**src/rtl/regfile_write_arbiter_if.sv**
```systemverilog
// regfile_write_arbiter_if: requester-to-register-file write port bundle
interface regfile_write_arbiter_if #(
    parameter int NUM_REQ    = 4,
    parameter int DATA_WIDTH = 32,
    parameter int ADDR_WIDTH = 5
);
    logic [NUM_REQ-1:0]            req;
    logic [NUM_REQ*ADDR_WIDTH-1:0] req_addr;
    logic [NUM_REQ*DATA_WIDTH-1:0] req_data;
    logic                          hold;
    logic [NUM_REQ-1:0]            grant;
    logic                          write_enable;
    logic [ADDR_WIDTH-1:0]         write_reg;
    logic [DATA_WIDTH-1:0]         write_data;
    modport master (
        output req, req_addr, req_data, hold,
        input  grant, write_enable, write_reg, write_data
    );
    modport slave (
        input  req, req_addr, req_data, hold,
        output grant, write_enable, write_reg, write_data
    );
endinterface

```
**src/rtl/regfile_write_arbiter.sv**
```systemverilog
// regfile_write_arbiter: round-robin arbiter sharing the register file write port
module regfile_write_arbiter #(
    parameter int NUM_REQ    = 4,
    parameter int DATA_WIDTH = 32,
    parameter int ADDR_WIDTH = 5
) (
    input logic                    clock,
    input logic                    reset,
    regfile_write_arbiter_if.slave bus
);
    localparam int PW = $clog2(NUM_REQ);
    localparam logic [PW:0] N = (PW+1)'(NUM_REQ);
    logic [PW-1:0]         ptr, win, idx, ptr_nxt;
    logic [PW:0]           sum;
    logic [NUM_REQ-1:0]    mask, elig, win_oh;
    logic [ADDR_WIDTH-1:0] win_addr;
    logic [DATA_WIDTH-1:0] win_data;
    // scan from the far end so the index nearest ptr is written last and wins
    always_comb begin
        elig = bus.req & ~mask;
        win  = '0;
        sum  = '0;
        idx  = '0;
        for (int i = NUM_REQ - 1; i >= 0; i--) begin
            sum = {1'b0, ptr} + (PW+1)'(i);
            idx = PW'(sum >= N ? sum - N : sum);
            win = elig[idx] ? idx : win;
        end
    end
    assign win_oh   = {{(NUM_REQ-1){1'b0}}, 1'b1} << win;
    assign win_addr = bus.req_addr[win*ADDR_WIDTH +: ADDR_WIDTH];
    assign win_data = bus.req_data[win*DATA_WIDTH +: DATA_WIDTH];
    assign ptr_nxt  = (win == PW'(NUM_REQ - 1)) ? '0 : win + 1'b1;
    always_ff @(posedge clock) begin
        if (!reset) begin
            bus.grant        <= '0;
            bus.write_enable <= 1'b0;
            bus.write_reg    <= '0;
            bus.write_data   <= '0;
            ptr              <= '0;
            mask             <= '0;
        end else if (bus.hold || elig == '0) begin
            bus.grant        <= '0;
            bus.write_enable <= 1'b0;
            mask             <= '0;
        end else begin
            bus.grant        <= win_oh;
            bus.write_enable <= win_addr != '0;
            bus.write_reg    <= win_addr;
            bus.write_data   <= win_data;
            ptr              <= ptr_nxt;
            mask             <= win_oh;
        end
    end
endmodule

```
**src/flat_wrapper.sv**
```systemverilog
// flat-port wrapper written by rule: the top's interface ports become plain ports
module regfile_write_arbiter_flat 
#(
    parameter int NUM_REQ    = 4,
    parameter int DATA_WIDTH = 32,
    parameter int ADDR_WIDTH = 5
)
  (clock, reset, bus_req, bus_req_addr, bus_req_data, bus_hold, bus_grant, bus_write_enable, bus_write_reg, bus_write_data);
  regfile_write_arbiter_if #(.NUM_REQ(NUM_REQ), .DATA_WIDTH(DATA_WIDTH), .ADDR_WIDTH(ADDR_WIDTH)) bus_i ();
  input logic clock;
  input logic reset;
  input wire logic [$bits(bus_i.req)-1:0] bus_req;
  input wire logic [$bits(bus_i.req_addr)-1:0] bus_req_addr;
  input wire logic [$bits(bus_i.req_data)-1:0] bus_req_data;
  input wire logic [$bits(bus_i.hold)-1:0] bus_hold;
  output wire logic [$bits(bus_i.grant)-1:0] bus_grant;
  output wire logic [$bits(bus_i.write_enable)-1:0] bus_write_enable;
  output wire logic [$bits(bus_i.write_reg)-1:0] bus_write_reg;
  output wire logic [$bits(bus_i.write_data)-1:0] bus_write_data;
  assign bus_i.req = bus_req;
  assign bus_i.req_addr = bus_req_addr;
  assign bus_i.req_data = bus_req_data;
  assign bus_i.hold = bus_hold;
  assign bus_grant = bus_i.grant;
  assign bus_write_enable = bus_i.write_enable;
  assign bus_write_reg = bus_i.write_reg;
  assign bus_write_data = bus_i.write_data;
  regfile_write_arbiter #(.NUM_REQ(NUM_REQ), .DATA_WIDTH(DATA_WIDTH), .ADDR_WIDTH(ADDR_WIDTH)) u_core (.clock(clock), .reset(reset), .bus(bus_i));
endmodule
```
**config.mk**
```make
export PLATFORM = sky130hd
export DESIGN_NAME = regfile_write_arbiter_flat
export DESIGN_NICKNAME = d
export VERILOG_FILES = /design/src/rtl/regfile_write_arbiter_if.sv /design/src/rtl/regfile_write_arbiter.sv /design/src/flat_wrapper.sv
export SDC_FILE = /design/constraint.sdc
export NUM_CORES = 1
export LEC_CHECK = 0
export BUFFER_PORTS_ARGS = -buffer_cell sky130_fd_sc_hd__buf_4
export CAP_MARGIN = 25
export CORE_MARGIN = 10
export CORE_UTILIZATION = 45
export CTS_BUF_LIST = sky130_fd_sc_hd__clkbuf_16
export CTS_CLUSTER_DIAMETER = 40
export DETAILED_ROUTE_END_ITERATION = 8
export MAX_ROUTING_LAYER = met4
export PLACE_DENSITY = 0.87
export SYNTH_ARGS = -nofsm -noshare
export SYNTH_HDL_FRONTEND = slang
export SYNTH_SLANG_ARGS = --single-unit
```
**constraint.sdc**
```tcl
create_clock -name clock -period 5.4 [get_ports clock]
set_input_delay 1.08 -clock clock [delete_from_list [all_inputs] [get_ports clock]]
set_output_delay 1.08 -clock clock [all_outputs]
set_load 0.02 [all_outputs]
```
Word-level counts from Yosys, hierarchy flattened
Index checks and enable logic that the tools add are counted.
Cells by class
  add/sub/neg operators: 8
  $mul: 1
  $lt $le $gt $ge: 8
  eq/ne operators: 1
  shift operators: 3
  muxes and demuxes: 17
  bitwise operators: 3
  reductions and logical operators: 4
Operators by type and width (number)
  indexed part select 128 x 8 -> 32 bit: 1
  indexed part select 20 x 6 -> 5 bit: 1
  two-way mux 2 bit: 9
  < comparator 2 x 3 -> 1 bit, second input constant: 4
  greater-or-equal comparator 3 bit, second input constant: 3
  binary-select mux 1 bit (select 2 bit): 4
  subtractor 2 x 1 -> 2 bit, second input constant: 4
  adder 2 x 2 -> 3 bit, second input constant: 2
  multiplier 2 x 3 -> 5 bit, second input constant: 1
  nonzero test 5 bit: 1
  bitwise AND 4 bit: 1
  zero test 4 bit: 1
  two-way mux 1 bit: 4
  NOT 4 bit: 1
  << shifter 1 x 2 -> 4 bit, first input constant: 1
  adder 2 x 1 -> 3 bit, second input constant: 1
  greater-or-equal comparator 2 x 3 -> 1 bit, second input constant: 1
  adder 2 x 1 -> 2 bit, second input constant: 1
  == test 2 bit, second input constant: 1
  OR reduction 2 bit: 1
  logical OR 1 bit: 1
  NOT 1 bit: 1
Word-level totals
  register bits: 44
  bits of input ports: 155
  output and inout bits: 42
  logic and storage cells: 50

Longest topological paths before layout
Gate-level depths: netlist (run 1).
  word-level depth: 12
  gate-level depth with buffers: 8
  mapped depth without buffers: 6

Worst setup path before layout (run 1)
Ideal clock, no wire load.
  kind: input-to-reg
  start point: input bus_req[0]
  end point: register u_core.bus.write_enable
  setup time: 137 ps
  arrival: 2493 ps
  slack: 2770 ps
  stages on the path: 8
  path buffers: 2
  cells stage by stage: or4b_4 > o21ai_2 > nor3_2 > buf_6 > buf_6 > and2_4 > o31ai_1 > a41oi_1
On the way
  longest elaborated chain between the ends: 10
  elaborated cells between the ends (all ways): 19
Ends and longest elaborated chain
  from (decl): RTL line flat_wrapper.sv:12  | input wire logic [$bits(bus_i.req)-1:0] bus_req;
  bitwise AND 4 bit *: RTL line regfile_write_arbiter.sv:20  | elig = bus.req & ~mask;
  binary-select mux 1 bit (select 2 bit): RTL line regfile_write_arbiter.sv:27  | win = elig[idx] ? idx : win;
  two-way mux 1 bit (implied by the code): RTL line regfile_write_arbiter.sv:27
  two-way mux 2 bit (4 in series): RTL line regfile_write_arbiter.sv:27
  multiplier 2 x 3 -> 5 bit: RTL line regfile_write_arbiter.sv:31  | assign win_addr = bus.req_addr[win*ADDR_WIDTH +: ADDR_WIDTH];
  indexed part select 20 x 6 -> 5 bit: RTL line regfile_write_arbiter.sv:31
  nonzero test 5 bit: RTL line regfile_write_arbiter.sv:48  | bus.write_enable <= win_addr != '0;
  to (signal assigned): RTL line regfile_write_arbiter.sv:37  | bus.write_enable <= 1'b0;
  to (signal assigned): RTL line regfile_write_arbiter.sv:44  | bus.write_enable <= 1'b0;
  to (signal assigned): RTL line regfile_write_arbiter.sv:48
  to (decl): RTL line regfile_write_arbiter_if.sv:21  | output grant, write_enable, write_reg, write_data
Mark *: on every way between the ends. The rest lies on a longest branch, timed or not. The select of a mux whose other input is x is not followed.
A chain may end at the register's enable or synchronous reset.

Final worst setup path (run 1)
  start point: input bus_req[1]
  end point: register u_core.bus.write_data[27]
On the way
  longest elaborated chain between the ends: 8
  elaborated cells between the ends (all ways): 16
Ends and longest elaborated chain
  bitwise AND 4 bit *: RTL line regfile_write_arbiter.sv:20
  binary-select mux 1 bit (select 2 bit): RTL line regfile_write_arbiter.sv:27
  two-way mux 1 bit (implied by the code): RTL line regfile_write_arbiter.sv:27
  two-way mux 2 bit (4 in series): RTL line regfile_write_arbiter.sv:27
  indexed part select 128 x 8 -> 32 bit: RTL line regfile_write_arbiter.sv:32  | assign win_data = bus.req_data[win*DATA_WIDTH +: DATA_WIDTH];
  to (signal assigned): RTL line regfile_write_arbiter.sv:50  | bus.write_data <= win_data;
  to (decl): RTL line regfile_write_arbiter_if.sv:21
Marked as above.

==> summary.md, run 1 <==
| Metric | Value |
|---|---|
| Slew Limit Headroom | `30.3%` |
| Initial Util | `46.7%` |
| Seq/Total Area, Yosys | `31.7%` |
| Top delay family on crit path | `simple AND/OR/NAND/NOR gates` |
| Post CTS Setup Buffer Count | `0` |
| WL per Instance | `18.9 µm` |
| Clock Skews | `0.00876 ns` |
| Synth area leaders | `dfxtp_1 (32%), mux2i_1 (26%), a32o_1 (12%)` |
| Hold Crit Class | `reg -> reg` |
| Post_cts resized | `0` |
| Total negative setup slack | `0 ns` |
| Yosys Warn Count | `0` |
| Largest net degree at the start of global routing | `51` |
| Ys async rst share | `0%` |
| Critical path endpoint category | `flop` |
| Worst R2R Path Depth | `7` |
| Overall power | `0.00119 W` |
| Reg2reg start | `u_core.bus.grant[1]` |
| Main flop type after synthesis | `dfxtp_1` |
| Die Width | `98.6 µm` |
| Initial DRC Count | `119` |
| Finished Core Util | `73.7%` |
| Worst EP arrival | `3.32 ns` |
| Vias | `3088` |
| Final setup vio count | `0` |
| TritonCTS clock tree | `built` |
| Core area | `5960 µm²` |
| Final WL | `10800 µm` |
| # placed instances | `561` |
| Critical path launch point type | `input pin` |
| Layout cells sized above 1 | `43.6%` |
| Vias in the first global route | `3344` |
| FF-to-FF setup slack | `2.81 ns` |
| Critical Path RT | `5.56 ns` |
| Syn nets | `464` |
| CP Depth | `8` |
| Die height | `98.6 µm` |
| Area fraction of the dominant cell type after synthesis | `31.7%` |
| Hold violation total from the final report | `0` |
| Tcrit/Tclk final | `58.5%` |
| Number of routed nets with antenna violations | `0` |
| Initial antenna violation count | `0` |
| Fin crit period | `3.16 ns` |
| # IOs | `197` |
| Fin worst setup slack | `2.24 ns` |
| Fmax | `317 MHz` |
| Cell area after synthesis | `2780 µm²` |
| # DRC | `0` |
| Critical Path Sink | `u_core.bus.write_data[27]` |
| CTS clk-pin slew, worst paths | `0.06 ns` |
| Grt total ovfl | `0` |
| Worst skew pair latency | `0.28 ns` |
| Max stage delay on crit path | `0.61 ns` |
| Critical path startpoint | `bus_req[1]` |
| Cts bufs inserted | `5` |
| Crit Path Category | `in -> reg` |
| Area Growth Syn to Fin | `57.8%` |
| Post-CTS Hold Fix Bufs | `0` |
| Post-synthesis register bit count | `44` |
| Yosys cell types | `36` |
| WP buf/inv | `2` |
| Max reg flops | `32` |
| NumNets Final | `648` |
| Mean number of vias per cell | `5.44` |
| CP Cell Sequence | `buf_4 -> nor2b_1 -> a21boi_1 -> nor3_4 -> buf_12 -> mux2i_1 -> nand2_1 -> a32o_1` |
| Row count | `28` |
| Unrepaired setup endpoints after global routing | `false` |
| Setup WS pre-CTS | `1.99 ns` |
| Most frequent cell after synthesis | `mux2i_1` |
| Slowest CP cell | `nor3_4` |
| First-pass DRT Iterations | `4` |
| Outcome | `complete, no violations` |
| Synth cell count leaders | `mux2i_1 (71), nand2_1 (69), dfxtp_1 (44), a32o_1 (34), clkbuf_1 (12)` |
| Gate count of the mapped netlist | `309` |
| VDD IR max | `0.151 mV` |
| Die area | `9730 µm²` |
| Max-Cap Viols | `0` |
| Global-route wire length before repair | `16800 µm` |
| CTS Buffer Depth | `2` |
| R2r endpoint | `u_core.bus.write_data[27]` |
| Max Transition Viols Final | `0` |
| Cell taking the most area after synthesis | `dfxtp_1` |
| Routability cong. | `0.789` |
| Slew of the pin with the lowest slew margin | `1.04 ns` |
| Worst-path fanout max | `50` |
| ANT cells | `0` |
| EDFF count, synth | `0` |
| H-Tree Depth | `2` |
| Pwr Density | `270 nW/µm²` |
| All-Layer GR Usage | `21.4%` |
| Leak pwr | `2.13 nW` |
| Mean Syn Cell Area | `9.01 µm²` |
| Num Clock Sinks | `44` |
| Root buffer cell | `clkbuf_16` |
| Input/output buffers | `196` |
| DP HPWL | `8720 µm` |
| Post-Layout Cell Count | `568` |
placed cells by master, fill, tap and decap left out:
cell type,netlist,final
nor2_1,7,6
nand2_1,69,69
o31a_1,1,1
a21bo_2,1,1
o21a_1,2,2
a211oi_1,3,3
nor4_1,3,3
and3_1,2,2
o311ai_1,2,2
inv_1,2,2
a21oi_1,5,4
a31oi_1,4,4
nand2b_1,8,8
nor3_1,3,3
a21o_1,1,1
nor2b_1,3,3
and2_1,1,1
a41oi_1,1,1
clkbuf_16,0,5
dfxtp_1,44,44
or4b_4,1,1
nor2_2,0,1
nor3_4,0,1
o31ai_1,2,2
o21ai_0,4,4
o21ai_2,1,1
and2_4,2,2
a21oi_4,0,1
mux2i_1,71,71
xnor2_1,1,1
buf_4,1,201
buf_12,0,1
a32o_1,34,34
nand3b_1,3,3
clkinv_1,0,2
or3_1,1,1
a21boi_1,1,1
routing by layer:
| metal | up-vias | track usage, % | routed length [µm] |
|---|---|---|---|
| met5 | - | - | 0 |
| met3 | 18 | 6.63 | 817 |
| met4 | 0 | 7.83 | 337 |
| met1 | 1419 | 22.2 | 4050 |
| met2 | 137 | 37.3 | 5550 |
| li1 | 1514 | - | - |
worst min path at each step:
| stage | from | end | slack (ns) | depth (start not counted) |
|---|---|---|---|---|
| after floorplan | u_core.ptr[0] | u_core.ptr[0] | 0.50 | 2 |
| after global placement | u_core.bus.write_data[14] | u_core.bus.write_data[14] | 0.45 | 1 |
| after detailed placement | u_core.bus.write_data[17] | u_core.bus.write_data[17] | 0.46 | 1 |
| after CTS | u_core.bus.write_data[17] | u_core.bus.write_data[17] | 0.47 | 1 |
| after global routing | u_core.bus.write_data[1] | u_core.bus.write_data[1] | 0.49 | 1 |
| final | u_core.bus.write_data[1] | u_core.bus.write_data[1] | 0.47 | 1 |
per-stage QoR:
| step | cell area, µm² | hold slack [ns] |
|---|---|---|
| after floorplan | 2780 | 0.499 |
| after global placement | 4260 | 0.449 |
| after detailed placement | 4260 | 0.456 |
| after CTS | 4390 | 0.470 |
| after global routing | 4390 | 0.487 |
| final | 4390 | 0.469 |
where the power goes:
part           switching (W)  internal [W]  total (W)
logic               0.000263      0.000256   0.000518
clock network       0.000118      0.000166   0.000283
registers          0.0000220      0.000364   0.000386
total               0.000402      0.000786    0.00119
logic make-up (layout without fill, tap and decap cells):
logic type                Yosys count  in the layout  share of synthesized area [%]
xor gates and xnor gates            1              1                          0.315
buffers and inverters              27            211                           6.25
muxes                              71             71                           25.5
DFF                                44             44                           31.7
AOI/OAI and AO/OA                  62             62                           19.1
and+or+nand+nor                   104            104                           17.1
worst reg2reg max path, delay by kind of cell, from the launching register on:
kind,cells,cell delay [ns]
multiplexers,1,0.34
buffers and inverters,1,0.38
flip-flops,1,0.33
AND/OR/NAND/NOR,3,0.93
AO/OA/AOI/OAI,2,0.49
layout make-up:
cell class / count / area, µm²
multi-input combinational: 238 / 1750
tap: 75 / 93.8
fill: 475 / 1560
inverter: 2 / 7.51
clock inverter: 2 / 7.51
timing repair buffer: 202 / 1530
sequential: 44 / 881
clock buffer: 5 / 125
No activity file was read; power rests on OpenSTA's default activity.
==> run 2: changes to the inputs <==
--- a/config.mk
+++ b/config.mk
@@ -5,15 +5,16 @@
 export SDC_FILE = /design/constraint.sdc
 export NUM_CORES = 1
 export LEC_CHECK = 0
+export ABC_AREA = 1
 export BUFFER_PORTS_ARGS = -buffer_cell sky130_fd_sc_hd__buf_4
 export CAP_MARGIN = 25
 export CORE_MARGIN = 10
-export CORE_UTILIZATION = 45
+export CORE_UTILIZATION = 39
 export CTS_BUF_LIST = sky130_fd_sc_hd__clkbuf_16
 export CTS_CLUSTER_DIAMETER = 40
 export DETAILED_ROUTE_END_ITERATION = 8
 export MAX_ROUTING_LAYER = met4
-export PLACE_DENSITY = 0.87
+export PLACE_DENSITY = 0.77
 export SYNTH_ARGS = -nofsm -noshare
 export SYNTH_HDL_FRONTEND = slang
 export SYNTH_SLANG_ARGS = --single-unit
==> constraint.sdc (replaced) <==
create_clock -name clock -period 2.85 [get_ports clock]
set_input_delay 0.57 -clock clock [delete_from_list [all_inputs] [get_ports clock]]
set_output_delay 0.57 -clock clock [all_outputs]
set_load 0.02 [all_outputs]
==> summary.md, run 2 <==
| Metric | Value |
|---|---|
| Total negative setup slack | `0 ns (unchanged)` |
| Post_cts resized | `0 (unchanged)` |
| Post-route cell area | `4810 µm² (+9.5%)` |
| NumNets Final | `880 (+36%)` |
| Fin crit period | `2.29 ns` |
| Cell taking the most area after synthesis | `dfxtp_1` |
| Post-CTS Hold Fix Bufs | `0 (unchanged)` |
| ANT cells | `0 (unchanged)` |
| Ys async rst share | `0% (unchanged)` |
| Worst skew pair latency | `0.28 ns (about the same)` |
| Most frequent cells in the layout | `buf_4 (202), nor2_1 (111), inv_1 (77)` |
| Area Growth Syn to Fin | `52.3%` |
| Syn nets | `703 (+52%)` |
| Die Width | `110 µm (+11%)` |
| Slew of the pin with the lowest slew margin | `0.683 ns (-0.357 ns)` |
| Critical path launch point type | `flop` |
| First-pass DRT Iterations | `4 (unchanged)` |
| Max Transition Viols Final | `0 (unchanged)` |
| Initial DRC Count | `141 (+18%)` |
| All-Layer GR Usage | `19.2% (-2.2 points)` |
| Seq/Total Area, Yosys | `27.9% (-3.7 points)` |
| Global-route wire length before repair | `18300 µm (+9.3%)` |
| Combinational fraction of design power | `66.8% (+23 points)` |
| Hold violation total from the final report | `0 (unchanged)` |
| H-Tree Depth | `2 (unchanged)` |
| Mean number of vias per cell | `4.83 (-11%)` |
| Die area | `12100 µm² (+24%)` |
| Number of routed nets with antenna violations | `0 (unchanged)` |
| Num Clock Sinks | `44 (unchanged)` |
| Leak pwr | `2.70 nW (+27%)` |
| Slew Limit Headroom | `54.4% (+24 points)` |
| Mean Syn Cell Area | `5.76 µm² (-36%)` |
| Area fraction of the dominant cell type after synthesis | `27.9% (-3.7 points)` |
| Die height | `110 µm (+11%)` |
| Worst-path fanout max | `36 (-28%)` |
| Cell area after synthesis | `3160 µm² (+13%)` |
| Yosys Warn Count | `0 (unchanged)` |
| Final WL | `11900 µm (+11%)` |
| Net Switching | `0.00207 W (+420%)` |
| Hold Crit Class | `reg -> reg` |
| Root buffer cell | `clkbuf_16` |
| Vias in the first global route | `3992 (+19%)` |
| Input/output buffers | `196 (unchanged)` |
| # IOs | `197 (unchanged)` |
| CTS clk-pin slew, worst paths | `0.06 ns (about the same)` |
| DP HPWL | `9430 µm (+8.1%)` |
| Gate count of the mapped netlist | `548 (+77%)` |
| Overall power | `0.00420 W (+250%)` |
| # DRC | `0 (unchanged)` |
| Post CTS Setup Buffer Count | `0 (unchanged)` |
| Critical path endpoint category | `flop` |
| Main flop type after synthesis | `dfxtp_1` |
| TritonCTS clock tree | `built` |
| Crit Path Category | `reg -> reg` |
| Final setup vio count | `0 (unchanged)` |
| Core area | `7810 µm² (+31%)` |
| Row count | `32 (+14%)` |
| Share of power burned in registers | `20.5% (-12 points)` |
| Fill cell count | `753 (+59%)` |
| Pwr Density | `874 nW/µm² (+220%)` |
| Placed cell areas | `4670 µm² (+9.8%)` |
| Routability cong. | `0.908 (+15%)` |
| Vias | `3993 (+29%)` |
| Initial Util | `40.4% (-6.3 points)` |
| Worst EP arrival | `2.52 ns (-0.80 ns)` |
| Max-Cap Viols | `0 (unchanged)` |
| Commonest non-fill, non-tap cell in the layout | `buf_4` |
| CTS Buffer Depth | `2 (unchanged)` |
| Synth area leaders | `dfxtp_1 (28%), nor2_1 (13%), o21ai_1 (10%)` |
| Cts bufs inserted | `5 (unchanged)` |
| Post-synthesis register bit count | `44 (unchanged)` |
| Switching Fraction | `49.3% (+15 points)` |
| Critical Path RT | `3.08 ns (-2.48 ns)` |
| Grt total ovfl | `0 (unchanged)` |
| Largest net degree at the start of global routing | `40 (-22%)` |
| WL per Instance | `14.4 µm (-24%)` |
| Outcome | `complete, no violations` |
| Most frequent cell after synthesis | `nor2_1` |
| Layout cells sized above 1 | `34.3% (-9.3 points)` |
| Int Pwr | `0.00213 W (+170%)` |
| Fmax | `437 MHz` |
| Synth cell count leaders | `nor2_1 (111), inv_1 (77), nand2_1 (66), o21ai_1 (66), nand3_1 (65)` |
| Tcrit/Tclk final | `80.4%` |
| Initial antenna violation count | `0 (unchanged)` |
| Yosys cell types | `22 (-39%)` |
| Max reg flops | `32 (unchanged)` |
| Unrepaired setup endpoints after global routing | `false` |
| Clock power frac | `12.8% (-11 points)` |
| EDFF count, synth | `0 (unchanged)` |
| VDD IR max | `0.402 mV (+170%)` |
| Clock Skews | `0.00815 ns (-0.000605 ns)` |
-- run 2: cell types whose count changed in the layout (fill, tap and decap cells not counted), sizes merged, moves of 8 or more --
cell | previous run | this run
inv | 2 | 82
a32o | 34 | 0
nand2b | 8 | 0
mux2i | 71 | 0
nand3 | 0 | 67
o21ai | 5 | 104
nor2 | 7 | 138
-- run 2: logic make-up (layout without fill, tap and decap cells) --
family | after synthesis | count (layout) | share of synthesized area, %
and+or+nand+nor | 279 | 279 | 39.2
buffers and inverters | 117 | 294 | 15.6
AOI/OAI and AO/OA | 108 | 108 | 17.3
DFF | 44 | 44 | 27.9
-- run 2: worst paths after layout --
kind,from,end,slack (ns),cells after the start
max,u_core.ptr[0],u_core.bus.write_data[27],0.56,17
min,u_core.bus.write_reg[0],u_core.bus.write_reg[0],0.48,2
max reg2reg,u_core.ptr[0],u_core.bus.write_data[27],0.56,17
min reg2reg,u_core.bus.write_reg[0],u_core.bus.write_reg[0],0.48,2
-- run 2: stage by stage --
| stage | std cells | worst slack (ns) | hold WS (ns) | util [%] |
|---|---|---|---|---|
| 6_report | 827 | 0.559 | 0.478 | 61.6 |
| 5_1_grt | 827 | 0.248 | 0.515 | 61.6 |
| 4_1_cts | 827 | 0.576 | 0.479 | 61.6 |
| 3_5_place_dp | 820 | 0.342 | 0.470 | 59.9 |
| 3_3_place_gp | 820 | 0.467 | 0.471 | 59.9 |
| 2_1_floorplan | 548 | 0.880 | 0.517 | - |
-- run 2: layout make-up --
class	instances	area (µm²)	area share (%)
well taps	102	128	2.65
multi-input cells	387	1800	37.4
clock inverters	2	7.51	0.156
flip-flops and latches	44	881	18.3
clock buffers	5	125	2.60
repair buffers	204	1560	32.4
inverters	83	312	6.48
-- run 2: layer usage --
layer,vias up,wire length (µm),global-route usage [%]
met2,141,5980,32.9
met5,-,0,-
met3,8,1040,6.14
met1,1771,4780,21.1
li1,2073,-,-
met4,0,137,4.37
-- run 2: worst max-delay path: stages (launching register included) --
cell and delay, ns:
dfxtp_1 0.44, inv_2 0.11, nand3_1 0.08, nand2_1 0.10
nand2_1 0.08, nand2_1 0.06, nand2_1 0.09, nand2_1 0.07
nand2_2 0.18, nand2_4 0.08, inv_2 0.24, buf_12 0.27
nor2_1 0.06, nor2_1 0.07, o21ai_0 0.09, nand3_1 0.09
nand2_1 0.06, inv_1 0.05
-- run 2: power groups by stage --
stage | combinational (W) | clock [W] | sequential (W)
after global routing | 0.00316 | 0.000573 | 0.000881
after CTS | 0.00282 | 0.000552 | 0.000861
after detailed placement | 0.00282 | 0 | 0.000872
after global placement | 0.00274 | 0 | 0.000864
final | 0.00281 | 0.000537 | 0.000861
after floorplan | 0.00188 | 0 | 0.00104
==> run 3: changes to the inputs <==
--- a/config.mk
+++ b/config.mk
@@ -5,16 +5,16 @@
 export SDC_FILE = /design/constraint.sdc
 export NUM_CORES = 1
 export LEC_CHECK = 0
-export ABC_AREA = 1
+export ABC_AREA = 0
 export BUFFER_PORTS_ARGS = -buffer_cell sky130_fd_sc_hd__buf_4
 export CAP_MARGIN = 25
 export CORE_MARGIN = 10
-export CORE_UTILIZATION = 39
+export CORE_UTILIZATION = 42
 export CTS_BUF_LIST = sky130_fd_sc_hd__clkbuf_16
 export CTS_CLUSTER_DIAMETER = 40
 export DETAILED_ROUTE_END_ITERATION = 8
 export MAX_ROUTING_LAYER = met4
-export PLACE_DENSITY = 0.77
+export PLACE_DENSITY = 0.82
 export SYNTH_ARGS = -nofsm -noshare
 export SYNTH_HDL_FRONTEND = slang
 export SYNTH_SLANG_ARGS = --single-unit
==> constraint.sdc (replaced) <==
create_clock -name clock -period 2.34 [get_ports clock]
set_input_delay 0.468 -clock clock [delete_from_list [all_inputs] [get_ports clock]]
set_output_delay 0.468 -clock clock [all_outputs]
set_load 0.02 [all_outputs]
==> summary.md, run 3 (synthesized netlist as in run 1, its figures left out) <==
| Metric | Value |
|---|---|
| Vias | `3140 (-21%)` |
| Post-CTS Hold Fix Bufs | `0 (unchanged)` |
| Outcome | `complete, no violations` |
| Number of routed nets with antenna violations | `0 (unchanged)` |
| All-Layer GR Usage | `20.6% (+1.5 points)` |
| Hold Crit Class | `reg -> reg` |
| Global-route wire length before repair | `16800 µm (-8.6%)` |
| M2 GR Usage | `36.7% (+3.8 points)` |
| Layout cells sized above 1 | `45.3% (+11 points)` |
| First-pass DRT Iterations | `4 (unchanged)` |
| Worst-path fanout max | `14 (-61%)` |
| Initial Util | `43.6% (+3.2 points)` |
| Vias in the first global route | `3488 (-13%)` |
| CTS clk-pin slew, worst paths | `0.06 ns (about the same)` |
| Net Switching | `0.000949 W (-54%)` |
| Max-Cap Viols | `0 (unchanged)` |
| DP HPWL | `9140 µm (-3.1%)` |
| Largest net degree at the start of global routing | `34 (-15%)` |
| Critical path launch point type | `flop` |
| Post CTS Setup Buffer Count | `0 (unchanged)` |
| Tcrit/Tclk final | `90.3% (+9.9 points)` |
| Placed cell areas | `4430 µm² (-5.1%)` |
| Cts bufs inserted | `5 (unchanged)` |
| Row count | `29 (-9.4%)` |
| Combinational fraction of design power | `43.9% (-23 points)` |
| Final setup vio count | `0 (unchanged)` |
| H-Tree Depth | `2 (unchanged)` |
| Final WL | `10900 µm (-8.4%)` |
| CTS Buffer Depth | `2 (unchanged)` |
| Commonest non-fill, non-tap cell in the layout | `buf_4` |
| Core area | `6390 µm² (-18%)` |
| Leak pwr | `2.23 nW (-17%)` |
| Root buffer cell | `clkbuf_16` |
| Pwr Density | `643 nW/µm² (-26%)` |
| Worst EP arrival | `2.29 ns (-0.23 ns)` |
| ANT cells | `0 (unchanged)` |
| Num Clock Sinks | `44 (unchanged)` |
| Critical Path RT | `2.52 ns (-0.56 ns)` |
| Fmax | `473 MHz (+8.4%)` |
| Hold violation total from the final report | `0 (unchanged)` |
| Die height | `101 µm (-7.8%)` |
| Initial antenna violation count | `0 (unchanged)` |
| Worst skew pair latency | `0.28 ns (about the same)` |
| TritonCTS clock tree | `built` |
| Max Transition Viols Final | `0 (unchanged)` |
| Max reg flops | `32 (unchanged)` |
| # DRC | `0 (unchanged)` |
| Fin worst setup slack | `0.227 ns (-0.332 ns)` |
| Share of power burned in registers | `30.2% (+9.7 points)` |
| Post_cts resized | `0 (unchanged)` |
| Mean number of vias per cell | `5.40 (+12%)` |
| Die area | `10300 µm² (-15%)` |
| Die Width | `101 µm (-7.8%)` |
| Grt total ovfl | `0 (unchanged)` |
| Clock Skews | `0.00450 ns (-0.00365 ns)` |
| Area Growth Syn to Fin | `64.9%` |
| WL per Instance | `18.8 µm (+30%)` |
| GR Util met1 | `21.2% (+0.18 points)` |
| Clock power frac | `25.9% (+13 points)` |
| Slew of the pin with the lowest slew margin | `0.695 ns (+0.0115 ns)` |
| Fin crit period | `2.11 ns (-0.178 ns)` |
| Input/output buffers | `196 (unchanged)` |
| Slew Limit Headroom | `53.6% (-0.75 points)` |
| Int Pwr | `0.00200 W (-6.0%)` |
| VDD IR max | `0.374 mV (-7.0%)` |
| Setup WS pre-CTS | `-0.00734 ns (-0.349 ns)` |
| Most frequent cells in the layout | `buf_4 (208), mux2i_1 (71), nand2_1 (69)` |
| Routability cong. | `0.839 (-7.5%)` |
| Global routing's busiest layer | `met2` |
| Post-route cell area | `4590 µm² (-4.5%)` |
| Initial DRC Count | `52 (-63%)` |
| NumNets Final | `661 (-25%)` |
| Crit Path Category | `reg -> reg` |
| Critical path endpoint category | `flop` |
| Met3 global-route usage | `4.63% (-1.5 points)` |
| Unrepaired setup endpoints after global routing | `false` |
| Switching Fraction | `32.1% (-17 points)` |
| # IOs | `197 (unchanged)` |
-- run 3: path summary, 6_finish.rpt --
kind | end | cells past startpoint | from | slack, ns
worst max-delay path | u_core.bus.write_data[27] | 8 | u_core.ptr[1] | 0.23
worst min-delay path | u_core.bus.write_data[27] | 1 | u_core.bus.write_data[27] | 0.47
worst max register to register | u_core.bus.write_data[27] | 8 | u_core.ptr[1] | 0.23
worst min register to register | u_core.bus.write_data[27] | 1 | u_core.bus.write_data[27] | 0.47
-- run 3: power by group through the flow --
stage,clock [W],combinational [W],sequential [W]
floorplan,0,0.000661,0.00101
global placement,0,0.00127,0.000903
detailed placement,0,0.00130,0.000908
CTS,0.000780,0.00131,0.000893
global route,0.000812,0.00140,0.000903
finish,0.000764,0.00130,0.000893
-- run 3: area by class of cell --
class | instances | area, µm²
fill | 520 | 1800
multi-input combinational | 238 | 1750
timing repair buffer | 215 | 1700
sequential | 44 | 881
clock buffer | 5 | 125
tap | 77 | 96.3
clock inverter | 1 | 30.0
inverter | 2 | 7.51
-- run 3: per-stage QoR --
step           hold slack [ns]  cells  util, %  total power, W   TNS, ns
2_1_floorplan            0.499    309        -         0.00167         0
3_3_place_gp             0.448    576     69.4         0.00218         0
3_5_place_dp             0.457    576     69.4         0.00221  -0.00734
4_1_cts                  0.472    582     71.9         0.00298         0
5_1_grt                  0.496    582     71.9         0.00311         0
6_report                 0.470    582     71.9         0.00295         0
-- run 3: worst max-delay path: stages (launching register included) --
cell     delay (ns)
dfxtp_1        0.37
or4b_4         0.55
o21ai_2        0.15
nor3_4         0.11
buf_12         0.17
buf_12         0.15
mux2i_1        0.17
nand2_1        0.08
a32o_1         0.25
-- run 3: metal layers --
layer / up-vias / wire length (µm)
li1: 1539 / -
met1: 1459 / 4110
met2: 122 / 5810
met3: 20 / 625
met4: 0 / 379
met5: - / 0
